==> src/rtl/top_addrmap_pkg.sv <==
// top_addrmap_pkg
//   Register map constants for the TOP address map: base address, total size,
//   STATUS entry count/stride, per-entry address helper, and the STATUS.state
//   field encoding. Shared by the responder RTL and anything that needs the map.
package top_addrmap_pkg;

    localparam logic [31:0] TOP_BASE_ADDR     = 32'h0000_0000;
    localparam int unsigned TOP_STATUS_NUM    = 2;
    localparam int unsigned TOP_STATUS_STRIDE = 4;
    localparam int unsigned TOP_SIZE          = TOP_STATUS_NUM * TOP_STATUS_STRIDE;

    // Absolute byte address of STATUS[idx].
    function automatic logic [31:0] TOP_STATUS_BASE_ADDR(input int unsigned idx);
        return TOP_BASE_ADDR + 32'(idx * TOP_STATUS_STRIDE);
    endfunction

    // STATUS.state field encoding (bit 0 of each STATUS register).
    typedef enum logic {
        IDLE = 1'b0,
        BUSY = 1'b1
    } state_e;

endpackage

==> src/rtl/top_status_entry.sv <==
// top_status_entry
//   One STATUS entry: IDLE/BUSY FSM, one-cycle start pulse on IDLE->BUSY, and
//   (when TOP_REGS_BUSY_CNT_EN is defined) a saturating 16-bit busy counter.
//
//   Ports:
//     clk_i, rst_ni : clock, asynchronous active-low reset
//     wr_en_i       : decoded write to this entry with byte lane 0 enabled
//     wr_bit_i      : write data bit 0 (1 = start, 0 = cancel)
//     done_i        : one-cycle job-finished pulse from the tracked unit
//     state_o       : 1 while BUSY (straight from the state register)
//     start_o       : one-cycle pulse, registered alongside the IDLE->BUSY update
//     cnt_o         : busy cycle count (0 when the counter is not built)
//
//   Optional feature macro: TOP_REGS_BUSY_CNT_EN.
module top_status_entry
    import top_addrmap_pkg::*;
(
    input  logic        clk_i,
    input  logic        rst_ni,
    input  logic        wr_en_i,
    input  logic        wr_bit_i,
    input  logic        done_i,
    output logic        state_o,
    output logic        start_o,
    output logic [15:0] cnt_o
);

    state_e state_q;
    logic   start_q;
    logic   go;

    assign go = wr_en_i && wr_bit_i;

    // In BUSY, done has priority over any same-cycle write; a write of 1 is
    // ignored anyway and a write of 0 cancels. In IDLE, done belongs to no job
    // and is ignored, so a same-cycle write of 1 still starts.
    always_ff @(posedge clk_i or negedge rst_ni) begin
        if (!rst_ni) begin
            state_q <= IDLE;
            start_q <= 1'b0;
        end else begin
            start_q <= 1'b0;
            case (state_q)
                IDLE: begin
                    if (go) begin
                        state_q <= BUSY;
                        start_q <= 1'b1;
                    end
                end
                BUSY: begin
                    if (done_i || (wr_en_i && !wr_bit_i)) begin
                        state_q <= IDLE;
                    end
                end
                default: state_q <= IDLE;
            endcase
        end
    end

    assign state_o = (state_q == BUSY);
    assign start_o = start_q;

`ifdef TOP_REGS_BUSY_CNT_EN
    logic [15:0] cnt_q;

    // Counts every clock edge spent in BUSY (including the exit edge), so a job
    // that stays BUSY for N cycles reads back N.
    always_ff @(posedge clk_i or negedge rst_ni) begin
        if (!rst_ni) begin
            cnt_q <= '0;
        end else if (state_q == IDLE && go) begin
            cnt_q <= '0;
        end else if (state_q == BUSY && cnt_q != 16'hFFFF) begin
            cnt_q <= cnt_q + 16'd1;
        end
    end

    assign cnt_o = cnt_q;
`else
    assign cnt_o = '0;
`endif

endmodule

==> src/rtl/top_regs.sv <==
// top_regs
//   Memory-mapped responder for the TOP register map. Decodes a single-cycle
//   request/grant bus onto NumStatus STATUS registers and drives start/done
//   handshakes with the units those entries track.
//
//   Bus handshake: gnt_o mirrors req_i, so every request is accepted in the
//   cycle it is presented. Exactly one cycle later rvalid_o is high for one
//   cycle; err_o and rdata_o are meaningful only while rvalid_o is high. There
//   is no response backpressure; back-to-back requests give back-to-back
//   responses.
//
//   Ports:
//     clk_i, rst_ni        : clock, asynchronous active-low reset
//     req_i / gnt_o        : request / grant (combinational)
//     we_i, addr_i, be_i   : write enable, byte address, byte enables
//     wdata_i              : write data (only bit 0 is meaningful)
//     rvalid_o, rdata_o    : registered response valid / read data
//     err_o                : error response (unmapped or misaligned access)
//     state_o[NumStatus]   : per-entry BUSY bit, from the entry state registers
//     start_o[NumStatus]   : per-entry one-cycle start pulse
//     done_i[NumStatus]    : per-entry job-finished pulse
//
//   Optional feature macro: TOP_REGS_BUSY_CNT_EN (busy counter at bits 31:16).
module top_regs
    import top_addrmap_pkg::*;
#(
    parameter int unsigned          AddrWidth = 32,
    parameter logic [AddrWidth-1:0] BaseAddr  = AddrWidth'(TOP_BASE_ADDR),
    parameter int unsigned          NumStatus = TOP_STATUS_NUM
) (
    input  logic                 clk_i,
    input  logic                 rst_ni,
    input  logic                 req_i,
    output logic                 gnt_o,
    input  logic                 we_i,
    input  logic [AddrWidth-1:0] addr_i,
    input  logic [3:0]           be_i,
    input  logic [31:0]          wdata_i,
    output logic                 rvalid_o,
    output logic [31:0]          rdata_o,
    output logic                 err_o,
    output logic [NumStatus-1:0] state_o,
    output logic [NumStatus-1:0] start_o,
    input  logic [NumStatus-1:0] done_i
);

    logic [AddrWidth-1:0] off;
    logic [AddrWidth-1:0] idx;
    logic                 hit;
    logic [NumStatus-1:0] wr_en;
    logic [15:0]          cnt [NumStatus];
    logic [31:0]          rd_val;
    logic                 unused_bits;

    assign gnt_o = req_i;

    // Addresses below BaseAddr wrap to a huge offset and fail the size check.
    assign off = addr_i - BaseAddr;
    assign idx = off >> 2;
    assign hit = (off < AddrWidth'(TOP_SIZE)) && (off[1:0] == 2'b00) &&
                 (idx < AddrWidth'(NumStatus));

    // Only bit 0 of each register is writable.
    assign unused_bits = ^{wdata_i[31:1], be_i[3:1]};

    for (genvar i = 0; i < NumStatus; i++) begin : g_entry
        assign wr_en[i] = req_i && we_i && hit && be_i[0] && (idx == AddrWidth'(i));

        top_status_entry u_entry (
            .clk_i    (clk_i),
            .rst_ni   (rst_ni),
            .wr_en_i  (wr_en[i]),
            .wr_bit_i (wdata_i[0]),
            .done_i   (done_i[i]),
            .state_o  (state_o[i]),
            .start_o  (start_o[i]),
            .cnt_o    (cnt[i])
        );
    end

    // Built from the current register values, so a read returns the value as it
    // was before any update happening on the same edge.
    always_comb begin
        rd_val = '0;
        for (int i = 0; i < NumStatus; i++) begin
            if (idx == AddrWidth'(i)) begin
                rd_val = {cnt[i], 15'd0, state_o[i]};
            end
        end
    end

    always_ff @(posedge clk_i or negedge rst_ni) begin
        if (!rst_ni) begin
            rvalid_o <= 1'b0;
            err_o    <= 1'b0;
            rdata_o  <= '0;
        end else begin
            rvalid_o <= req_i;
            err_o    <= req_i && !hit;
            rdata_o  <= (req_i && !we_i && hit) ? rd_val : '0;
        end
    end

endmodule

==> config.mk <==
export PLATFORM = sky130hd
export DESIGN_NAME = top_regs
export DESIGN_NICKNAME = d
export VERILOG_FILES = /design/src/rtl/top_addrmap_pkg.sv /design/src/rtl/top_status_entry.sv /design/src/rtl/top_regs.sv
export SDC_FILE = /design/constraint.sdc
export NUM_CORES = 1
export LEC_CHECK = 0
export ABC_AREA = 1
export CAP_MARGIN = 20
export CORE_UTILIZATION = 21
export DETAILED_ROUTE_END_ITERATION = 6
export MAX_ROUTING_LAYER = met4
export PLACE_DENSITY = 0.73
export SYNTH_ARGS = -nofsm -noshare
export SYNTH_HDL_FRONTEND = slang
export SYNTH_SLANG_ARGS = --single-unit
==> constraint.sdc <==
create_clock -name clk_i -period 0.8 [get_ports clk_i]
set_input_delay 0.08 -clock clk_i [delete_from_list [all_inputs] [get_ports clk_i]]
set_output_delay 0.08 -clock clk_i [all_outputs]
set_load 0.02 [all_outputs]
==> metrics.csv, run 1 <==
stage;metric;value;unit
critical_path;critical-path-slowest-cell;sky130_fd_sc_hd__dfrtp_1;
clock_tree;clock_insertion_delay_worst_skew;250;ps
die;dieHeight;62.6;um
detailed_routing;vias_after_detailed_routing;773;
power;max-vdd-ir-drop;0.000243;V
power;power_per_cell_area;848;nW/um^2
global_route;grt_first_pass_wirelength;2970;um
synthesis;ys_seq_elements;7;
sta;maxSlewViolCount;0;
power;power.leakage;0.613;nW
synthesis;number_of_distinct_library_cell_variants_in_the_gate_level_netlist_after_synthesis;16;
critical_path;crit_path_end_kind;output pin;
synthesis;postSynth.topFlopCell;sky130_fd_sc_hd__dfrtp_1;
clock_tree;tritoncts;built;
sta;fin_hold_ws;76.0;ps
run_status;failed_checks;negative setup slack;
detailed_routing;drt_drc_violations_left;0;
die;std_cell_rows;21;
clock_tree;clock_sink_count;7;
power;p_int;0.735;mW
die;initial_core_utilization;22.6;%
critical_path;critical_path_class;reg2out;
power;total_power;1.14;mW
critical_path;cp_max_fo;2;
global_route;largest_net_degree_at_the_start_of_global_routing;8;
placement;place.port_buffers;47;
power;power.clock.fraction;28.4;%
cells_and_area;insertedDiodeCount;0;
critical_path;crit_path_buf_inv_count;1;
worst_hold_path;worst_hold_path_class;in2async;
synthesis;average_footprint_of_a_synthesized_cell;6.43;um^2
detailed_routing;drt_first_pass_iters;3;
critical_path;timing.critical_path.max_delay_family;flip-flops;
sta;timing.final.ws_setup;-81.7;ps
cells_and_area;nets;245;
synthesis;synthesis.yosys.warnings;0;
clock_tree;number_of_h_tree_levels;1;
global_route;number_of_global_route_vias_before_repair;733;
sta;final.min_clock_period;882;ps
sta;fin_skew;1.03;ps
cells_and_area;n_fill_cell;379;
detailed_routing;via_per_inst;3.58;
clock_tree;cts_max_path_buffers;2;
critical_path;worstPathArrival;800;ps
detailed_routing;wl;1840;um
sta;min_period_over_period;110;%
placement;dpl.hpwl;1510;um
clock_tree;cts_made_buffers;3;
detailed_routing;ant_nets;0;
power;pwr-share-seq;31.8;%
critical_path;cpPeakStageDelay;410;ps
critical_path;startpoint_class_of_the_critical_path;flop;
global_route;overflow_after_grt;0;
die;boundaryPins;113;
die;floorplan.die_area;3920;um^2
detailed_routing;wl_per_cell;8.50;um
die;die-width;62.6;um
die;core_area;3420;um^2
critical_path;wp_data_required;720;ps
sta;setup_violations;12;
sta;final_hold_viol_count;0;
sta;fmax;1130;MHz
cells_and_area;layoutNonFillerInstCount;216;
synthesis;seq_area_frac_synth;22.7;%
cells_and_area;synth_to_layout_area_growth;73.7;%
synthesis;synthesis.instances;120;
synthesis;syn-cell-area;772;um^2
run_status;run_status;finished with violations;
synthesis;synth_edf_count;0;
placement;dp.cells;211;
power;p_sw_share;35.4;%
placement;gpl.final_weighted_congestion;0.754;
clock_tree;cts-hold-fix-buffers;0;
power;netSwitchingPower;0.402;mW
detailed_routing;drt_iter0_markers;12;
power;combPwrFrac;39.8;%
global_route;antenna_found_initial;0;
clock_tree;path_clk_slew;50;ps
synthesis;synthArstFlopShare;100;%
cells_and_area;final_layout_size_suffix_gt1_share;51.2;%
sta;grt_setup_unrepaired;yes;
global_route;grt_util_all_layers;9.96;%
clock_tree;cts_root_buffer;sky130_fd_sc_hd__clkbuf_4;
flow_run;timing.max_cap.violations;0;
critical_path;critical_path_cell_list;buf_6;
## flip-flops by register name, summed over array words and instances (netlist names)
register	count
err_o	1
g_entry.u_entry.state_o	2
rdata_o	1
rvalid_o	1
g_entry.u_entry.start_o	2
## power groups by stage
stage               Sequential [mW]  Combinational [mW]  Clock, mW
floorplan                     0.374               0.306          0
global placement              0.367               0.442          0
detailed placement            0.367               0.444          0
CTS                           0.362               0.430      0.342
global route                  0.362               0.487      0.367
finish                        0.362               0.453      0.323
## path summary, 6_finish.rpt
kind | start | to | slack (ps) | cells past startpoint
min in group clk_i | req_i | rvalid_o | 120 | 1
max in group asynchronous | rst_ni | g_entry[0].u_entry.start_o | 500 | 1
setup / recovery | g_entry[1].u_entry.state_o | state_o[1] | -80 | 1
hold / removal | rst_ni | err_o | 80 | 1
setup reg to reg | g_entry[1].u_entry.state_o | g_entry[1].u_entry.state_o | -50 | 4
hold reg to reg | g_entry[0].u_entry.state_o | g_entry[0].u_entry.start_o | 590 | 2
## cells by family (layout without fill, tap and decap cells)
| logic type | Yosys count | after routing | share of synthesized area, % |
|---|---|---|---|
| buffers and inverters | 43 | 63 | 38.4 |
| AO/OA/AOI/OAI | 3 | 3 | 1.94 |
| flip-flops | 7 | 7 | 22.7 |
| AND/OR/NAND/NOR | 66 | 66 | 36.5 |
| other | 1 | 31 | 0.486 |
## synthesized netlist by cell type (2+ instances only)
| library cell | n | share of area [%] |
|---|---|---|
| sky130_fd_sc_hd__buf_4 | 36 | 35 |
| sky130_fd_sc_hd__nand2_1 | 26 | 13 |
| sky130_fd_sc_hd__nor2_2 | 3 | 2.4 |
| sky130_fd_sc_hd__nor2_1 | 30 | 15 |
| sky130_fd_sc_hd__nand3_1 | 2 | 1.3 |
| sky130_fd_sc_hd__dfrtp_1 | 7 | 23 |
| sky130_fd_sc_hd__inv_1 | 7 | 3.4 |
## final cells by class
type | instances | area [um^2] | area share, %
Inverter | 7 | 26.3 | 1.96
Clock inverter | 1 | 5.00 | 0.373
Tap cell | 46 | 57.6 | 4.29
Clock buffer | 3 | 22.5 | 1.68
Timing Repair Buffer | 52 | 478 | 35.6
Sequential cell | 7 | 175 | 13.1
Multi-Input combinational cell | 100 | 577 | 43.0
## cell usage in the layout, fill, tap and decap left out, types with 2 or more instances in the layout
| cell | instances |
|---|---|
| sky130_fd_sc_hd__conb_1 | 31 |
| sky130_fd_sc_hd__buf_6 | 26 |
| sky130_fd_sc_hd__nand2_1 | 19 |
| sky130_fd_sc_hd__nor2_4 | 16 |
| sky130_fd_sc_hd__buf_2 | 13 |
| sky130_fd_sc_hd__nor2_1 | 10 |
| sky130_fd_sc_hd__nor2_2 | 8 |
| sky130_fd_sc_hd__nand2_2 | 7 |
| sky130_fd_sc_hd__dfrtp_1 | 7 |
| sky130_fd_sc_hd__inv_1 | 5 |
| sky130_fd_sc_hd__clkdlybuf4s50_1 | 4 |
| sky130_fd_sc_hd__clkbuf_4 | 3 |
| sky130_fd_sc_hd__dlygate4sd2_1 | 3 |
| sky130_fd_sc_hd__buf_4 | 3 |
| sky130_fd_sc_hd__nor3_2 | 2 |
| sky130_fd_sc_hd__nand3_2 | 2 |
| sky130_fd_sc_hd__o21ai_2 | 2 |
| sky130_fd_sc_hd__inv_2 | 2 |
| sky130_fd_sc_hd__clkdlybuf4s15_1 | 2 |
## layer usage
metal / GRT usage (%) / wire length (um) / vias to the layer above
met5: - / 0 / -
met4: 3.49 / 21 / 0
met3: 3.47 / 171 / 2
met2: 16.7 / 955 / 51
met1: 10.9 / 688 / 324
li1: - / - / 396
## timing repair
item / CTS / global route
setup buffers: 1 / 1
endpoints found under the setup margin: 14 / 13
gates resized for setup: 188 / 21
pin swaps: 37 / 18
hold endpoints to repair: 0 / 0
## metrics by stage
step	setup slack (ps)	instance area [um^2]	util, %	setup TNS [ps]
global route	-167	1340	39.3	-1100
global placement	-678	1220	35.7	-5450
floorplan	-130	932	-	-394
detailed placement	-708	1220	35.7	-5620
CTS	-78.0	1260	36.9	-511
finish	-81.7	1340	39.3	-489
No activity file was read; power rests on OpenSTA's default activity.
==> run 2: changes to the inputs <==
- CORE_UTILIZATION: 21 -> 25
- PLACE_DENSITY: 0.73 -> 0.59
- SYNTH_HIERARCHICAL: unset -> 1
==> metrics.csv, run 2 <==
stage;metric;value;unit
run_status;run_status;finished with violations;
run_status;failed_checks;design-rule violations, negative setup slack;
global_route;antenna_found_initial;0;
critical_path;crit_path_end_kind;flop;
synthesis;synth_top_cells_by_count;56 x sky130_fd_sc_hd__nor2_1, 48 x sky130_fd_sc_hd__buf_4, 40 x sky130_fd_sc_hd__inv_1;
synthesis;synth_top_area_cell;sky130_fd_sc_hd__dfrtp_1;
detailed_routing;drt_first_pass_iters;6;
synthesis;synthesis.yosys.warnings;6;
die;core_area;6460;um^2
synthesis;synth_edf_count;0;
sta;fin_skew;0.624;ps
synthesis;synthesis.instances;240;
worst_hold_path;hold_depth;1;
global_route;largest_net_degree_at_the_start_of_global_routing;24;
sta;min_period_over_period;131;%
critical_path;r2r.worst_path.cells;5;
detailed_routing;ant_nets;0;
power;power_per_cell_area;925;nW/um^2
sta;final.min_clock_period;1050;ps
die;std_cell_rows;29;
power;power.leakage;1.10;nW
die;floorplan.die_area;7130;um^2
critical_path;wp_data_required;960;ps
power;max-vdd-ir-drop;0.000341;V
clock_tree;tritoncts;built;
clock_tree;clock_insertion_delay_worst_skew;260;ps
synthesis;postSynth.topFlopCell;sky130_fd_sc_hd__dfrtp_1;
critical_path;critical_path_class;in2reg;
sta;timing.setup.tns;-2260;ps
synthesis;synth.top_cells.by_area;sky130_fd_sc_hd__dfrtp_1 34%, sky130_fd_sc_hd__buf_4 21%, sky130_fd_sc_hd__nor2_1 12%;
cells_and_area;final_layout_size_suffix_gt1_share;35.7;%
cells_and_area;synth_to_layout_area_growth;48.0;%
synthesis;syn-cell-area;1700;um^2
cells_and_area;most_common_library_cell_in_the_layout_ignoring_fill_and_taps;sky130_fd_sc_hd__conb_1;
detailed_routing;wl;3440;um
cells_and_area;most-common-layout-cells;47 x sky130_fd_sc_hd__conb_1, 41 x sky130_fd_sc_hd__nor2_1, 39 x sky130_fd_sc_hd__inv_1, 39 x sky130_fd_sc_hd__buf_6, 32 x sky130_fd_sc_hd__nor3_1;
flow_run;timing.max_cap.violations;0;
clock_tree;cts_max_path_buffers;2;
sta;grt_setup_unrepaired;yes;
detailed_routing;wl_per_cell;8.68;um
die;die-width;84.4;um
worst_hold_path;worst_hold_path_class;in2reg;
cells_and_area;insertedDiodeCount;0;
global_route;overflow_after_grt;0;
synthesis;synthArstFlopShare;100;%
clock_tree;cts-hold-fix-buffers;0;
critical_path;startpoint_class_of_the_critical_path;input pin;
clock_tree;path_clk_slew;80;ps
die;initial_core_utilization;26.3;%
detailed_routing;drt_iter0_markers;38;
placement;dpl.hpwl;2620;um
cells_and_area;largest_register_ff_count;17;
synthesis;average_footprint_of_a_synthesized_cell;7.08;um^2
clock_tree;number_of_h_tree_levels;1;
clock_tree;cts_made_buffers;3;
synthesis;ys_seq_elements;23;
synthesis;number_of_distinct_library_cell_variants_in_the_gate_level_netlist_after_synthesis;19;
global_route;grt_util_all_layers;10.5;%
worst_hold_path;hold-path-endpoint;rvalid_o;
sta;setup_violations;28;
global_route;grt_first_pass_wirelength;5930;um
worst_hold_path;hold_start;req_i;
detailed_routing;drt_drc_violations_left;4;
sta;fmax;955;MHz
die;boundaryPins;113;
placement;place.port_buffers;63;
synthesis;seq_area_frac_synth;33.9;%
critical_path;cp_max_fo;3;
global_route;number_of_global_route_vias_before_repair;1415;
critical_path;r2r_start;g_entry[1].u_entry/state_o;
synthesis;synth_top_cell_area_share;33.9;%
sta;final_hold_viol_count;0;
sta;timing.final.ws_setup;-247;ps
detailed_routing;via_per_inst;3.69;
detailed_routing;vias_after_detailed_routing;1462;
critical_path;rrSetupSlack;-170;ps
die;dieHeight;84.4;um
sta;maxSlewViolCount;0;
placement;gpl.final_weighted_congestion;0.706;
critical_path;worstPathArrival;1200;ps
cells_and_area;largest_register;rdata_o;
clock_tree;cts_root_buffer;sky130_fd_sc_hd__clkbuf_8;
cells_and_area;nets;394;
power;total_power;2.33;mW
clock_tree;clock_sink_count;23;
synthesis;yosysMostFrequentCell;sky130_fd_sc_hd__nor2_1;
critical_path;reg2reg_to;rdata_o[0];
run 2: cell types whose count changed in the layout (fill, tap and decap cells not counted), sizes merged, moves of 2 or more:
cell           previous run  this run
nand2                    26        15
nor3                      2        35
o21ai                     2         0
clkbuf                    3        14
clkdlybuf4s50             4         6
inv                       7        40
or2                       0         2
buf                      42        65
dfrtp                     7        23
conb                     31        47
nor2                     34        60
run 2: worst max path at each step:
stage | from | endpoint | slack [ps] | depth (start not counted)
2_1_floorplan | addr_i[29] | g_entry[1].u_entry/state_o | -350 | 9
3_3_place_gp | addr_i[10] | g_entry[0].u_entry/state_o | -870 | 10
3_5_place_dp | addr_i[12] | g_entry[0].u_entry/state_o | -870 | 10
4_1_cts | addr_i[16] | g_entry[0].u_entry/state_o | -260 | 11
5_1_grt | addr_i[1] | g_entry[0].u_entry/state_o | -330 | 8
6_report | addr_i[10] | g_entry[1].u_entry/state_o | -250 | 11
run 2: cells by family after synthesis:
| family | after synthesis | synth area share [%] |
|---|---|---|
| compound gates | 2 | 1.03 |
| buf+inv | 95 | 32.4 |
| flops | 23 | 33.9 |
| other cells | 3 | 0.663 |
| simple gates | 117 | 32.0 |
run 2: layer usage:
layer	part of all wire, %	vias to the layer above	track usage (%)
li1	-	778	-
met1	40	648	11.3
met2	57	34	20.1
met3	2.7	2	0.885
met4	0.41	0	3.70
met5	0	-	-
run 2: critical path, stage by stage:
cell                      delay, ps
sky130_fd_sc_hd__buf_6           90
sky130_fd_sc_hd__nor2_4          90
sky130_fd_sc_hd__nand2_2         60
sky130_fd_sc_hd__nor2_4         130
sky130_fd_sc_hd__buf_4          140
sky130_fd_sc_hd__nand3_4         70
sky130_fd_sc_hd__or2_1          250
sky130_fd_sc_hd__nor2_2         120
sky130_fd_sc_hd__inv_1           50
sky130_fd_sc_hd__nand2_1         70
sky130_fd_sc_hd__a21oi_2         50
run 2: stage by stage:
stage | util (%) | hold slack, ps | area, um^2 | std cells | worst slack [ps]
floorplan | - | -216 | 1930 | 284 | -348
CTS | 37.6 | 116 | 2430 | 391 | -256
detailed placement | 36.8 | 445 | 2380 | 384 | -870
global placement | 36.8 | 446 | 2380 | 384 | -868
global route | 38.9 | 111 | 2510 | 396 | -327
finish | 38.9 | 118 | 2510 | 396 | -247
run 2: where the power goes:
part	internal, mW	switching (mW)	leakage [nW]
Sequential	1.17	0.00231	0.317
Combinational	0.213	0.229	0.765
Clock	0.355	0.360	0.0228
Total	1.73	0.591	1.10
run 2: timing repair:
action | 4_1_cts | 5_1_grt
buffers inserted | 3 | 5
gates resized for setup | 245 | 35
pin swaps | 40 | 38
endpoints found under the setup margin | 30 | 29
run 2: cell type report:
cell class	count	area, um^2
repair buffers	85	774
well taps	77	96.3
inverters	41	155
multi-input cells	166	868
clock buffers	4	45.0
fillers	675	3940
flip-flops and latches	23	576
==> run 3: changes to the inputs <==
- CORE_UTILIZATION: 25 -> 33
- CTS_CLUSTER_DIAMETER: unset -> 200
- PLACE_DENSITY: 0.59 -> 0.75
==> metrics.csv, run 3 (synthesis results as in run 2) <==
stage;metric;value;unit
run_status;run_status;finished with violations;
run_status;failed_checks;negative setup slack;
global_route;antenna_found_initial;0;
cells_and_area;largest_register_ff_count;17;
die;dieHeight;73.8;um
critical_path;timing.critical_path.mode_cell;sky130_fd_sc_hd__nor2_4;
cells_and_area;n_fill_cell;468;
sta;fmax;875;MHz
die;initial_core_utilization;35.0;%
global_route;largest_net_degree_at_the_start_of_global_routing;35;
sta;final.min_clock_period;1140;ps
die;boundaryPins;113;
clock_tree;cts_max_path_buffers;2;
placement;gpl.final_weighted_congestion;0.815;
power;combPwrFrac;18.5;%
sta;min_period_over_period;143;%
die;die-width;73.8;um
sta;final_hold_viol_count;0;
cells_and_area;final_layout_size_suffix_gt1_share;32.6;%
die;std_cell_rows;25;
worst_hold_path;worst_hold_path_class;in2async;
cells_and_area;most_common_library_cell_in_the_layout_ignoring_fill_and_taps;sky130_fd_sc_hd__conb_1;
power;power_per_cell_area;931;nW/um^2
critical_path;r2r_start;g_entry[0].u_entry/state_o;
cells_and_area;multi_input_comb_area;855;um^2
detailed_routing;vias_after_detailed_routing;1459;
die;floorplan.die_area;5440;um^2
critical_path;worstPathArrival;1330;ps
clock_tree;cts_root_buffer;sky130_fd_sc_hd__clkbuf_8;
clock_tree;number_of_h_tree_levels;1;
placement;place.port_buffers;63;
clock_tree;clock_insertion_delay_worst_skew;250;ps
placement;dp.cells;372;
power;total_power;2.27;mW
flow_run;timing.max_cap.violations;0;
power;power.clock.fraction;29.9;%
cells_and_area;layout.cell_area.non_filler;2430;um^2
power;p_int;1.72;mW
sta;fin_skew;0.126;ps
placement;dpl.hpwl;2460;um
sta;timing.setup.tns;-2400;ps
power;pwr-share-seq;51.6;%
clock_tree;clock_sink_count;23;
power;power.leakage;1.09;nW
critical_path;wp_data_required;990;ps
die;core_area;4850;um^2
detailed_routing;wl;3350;um
sta;grt_setup_unrepaired;yes;
cells_and_area;synth_to_layout_area_growth;43.3;%
clock_tree;tritoncts;built;
clock_tree;cts-hold-fix-buffers;0;
global_route;overflow_after_grt;0;
critical_path;timing.critical_path.from;addr_i[12];
cells_and_area;layoutNonFillerInstCount;380;
placement;placed_cell_areas;2350;um^2
power;netSwitchingPower;0.548;mW
critical_path;crit_path_end_kind;flop;
critical_path;critical-path-slowest-cell;sky130_fd_sc_hd__nor2_2;
power;max-vdd-ir-drop;0.000479;V
sta;setup_violations;29;
sta;timing.final.ws_setup;-343;ps
detailed_routing;wl_per_cell;8.81;um
critical_path;critical_path_class;in2reg;
cells_and_area;nets;388;
detailed_routing;drt_first_pass_iters;4;
critical_path;cp_max_fo;3;
sta;maxSlewViolCount;0;
detailed_routing;drt_iter0_markers;84;
cells_and_area;seqCellArea;576;um^2
detailed_routing;via_per_inst;3.84;
cells_and_area;largest_register;rdata_o;
clock_tree;path_clk_slew;70;ps
cells_and_area;insertedDiodeCount;0;
clock_tree;cts_made_buffers;3;
detailed_routing;drt_drc_violations_left;0;
global_route;grt_util_all_layers;12.5;%
placement;dp_worst_setup_slack;-900;ps
detailed_routing;ant_nets;0;
global_route;grt_first_pass_wirelength;5230;um
critical_path;cpPeakStageDelay;190;ps
power;p_sw_share;24.2;%
critical_path;startpoint_class_of_the_critical_path;input pin;
critical_path;critical_path_cell_list;buf_6 -> nor2_4 -> nand2_2 -> nor2_4 -> nand3_2 -> nor2_4 -> nand4_1 -> nor2_2 -> nand2_1 -> a21oi_2;
global_route;number_of_global_route_vias_before_repair;1214;
cells_and_area;most-common-layout-cells;47 x sky130_fd_sc_hd__conb_1, 43 x sky130_fd_sc_hd__nor2_1, 40 x sky130_fd_sc_hd__inv_1;
-- run 3: cell types whose count changed in the layout (fill, tap and decap cells not counted), sizes merged --
cell / change
clkbuf: -4
dlymetal6s2s: +1
buf: -3
inv: +1
clkinv: -1
-- run 3: routing by layer --
layer | share of wire, % | global-route usage, % | up-vias
li1 | - | - | 769
met1 | 39 | 15.1 | 631
met2 | 56 | 21.6 | 53
met3 | 3.8 | 0.960 | 6
met4 | 1.7 | 4.91 | 0
met5 | 0 | - | -
-- run 3: final timing paths --
check	endpoint	slack, ps	cells after the start
max	g_entry[1].u_entry/state_o	-340	10
min	rdata_o[20]	170	2
max reg2reg	rdata_o[0]	-130	5
min reg2reg	g_entry[1].u_entry/start_o	570	2
max in group asynchronous	rdata_o[19]	500	2
min in group clk_i	rvalid_o	230	3
-- run 3: per-stage QoR --
step           hold slack [ps]  utilization (%)
2_1_floorplan             -216                -
3_3_place_gp               442             48.5
3_5_place_dp               439             48.5
4_1_cts                    178             48.9
5_1_grt                    180             50.2
6_report                   169             50.2
-- run 3: critical path, delay by kind of cell --
| kind | cells | cell delay (ps) |
|---|---|---|
| AND/OR/NAND/NOR | 8 | 1020 |
| AO/OA/AOI/OAI | 1 | 120 |
| buffers and inverters | 1 | 100 |
-- run 3: what timing repair did --
action | in CTS | in global routing
buffers inserted | 4 | 1
pin swaps | 38 | 31
setup endpoints to repair | 30 | 30
gates resized for setup | 241 | 29
-- run 3: cell type report --
cell class / count / share of cell area [%]
sequential: 23 / 23.6
inverter: 41 / 6.42
multi-input combinational: 166 / 35.1
timing repair buffer: 79 / 29.5
tap: 67 / 3.44
clock buffer: 4 / 1.85
-- run 3: power groups by stage --
stage               Combinational, mW  Clock (mW)  Sequential (mW)
floorplan                       0.337           0             1.20
global route                    0.467       0.728             1.17
finish                          0.420       0.676             1.17
detailed placement              0.444           0             1.19
CTS                             0.396       0.688             1.17
global placement                0.438           0             1.19
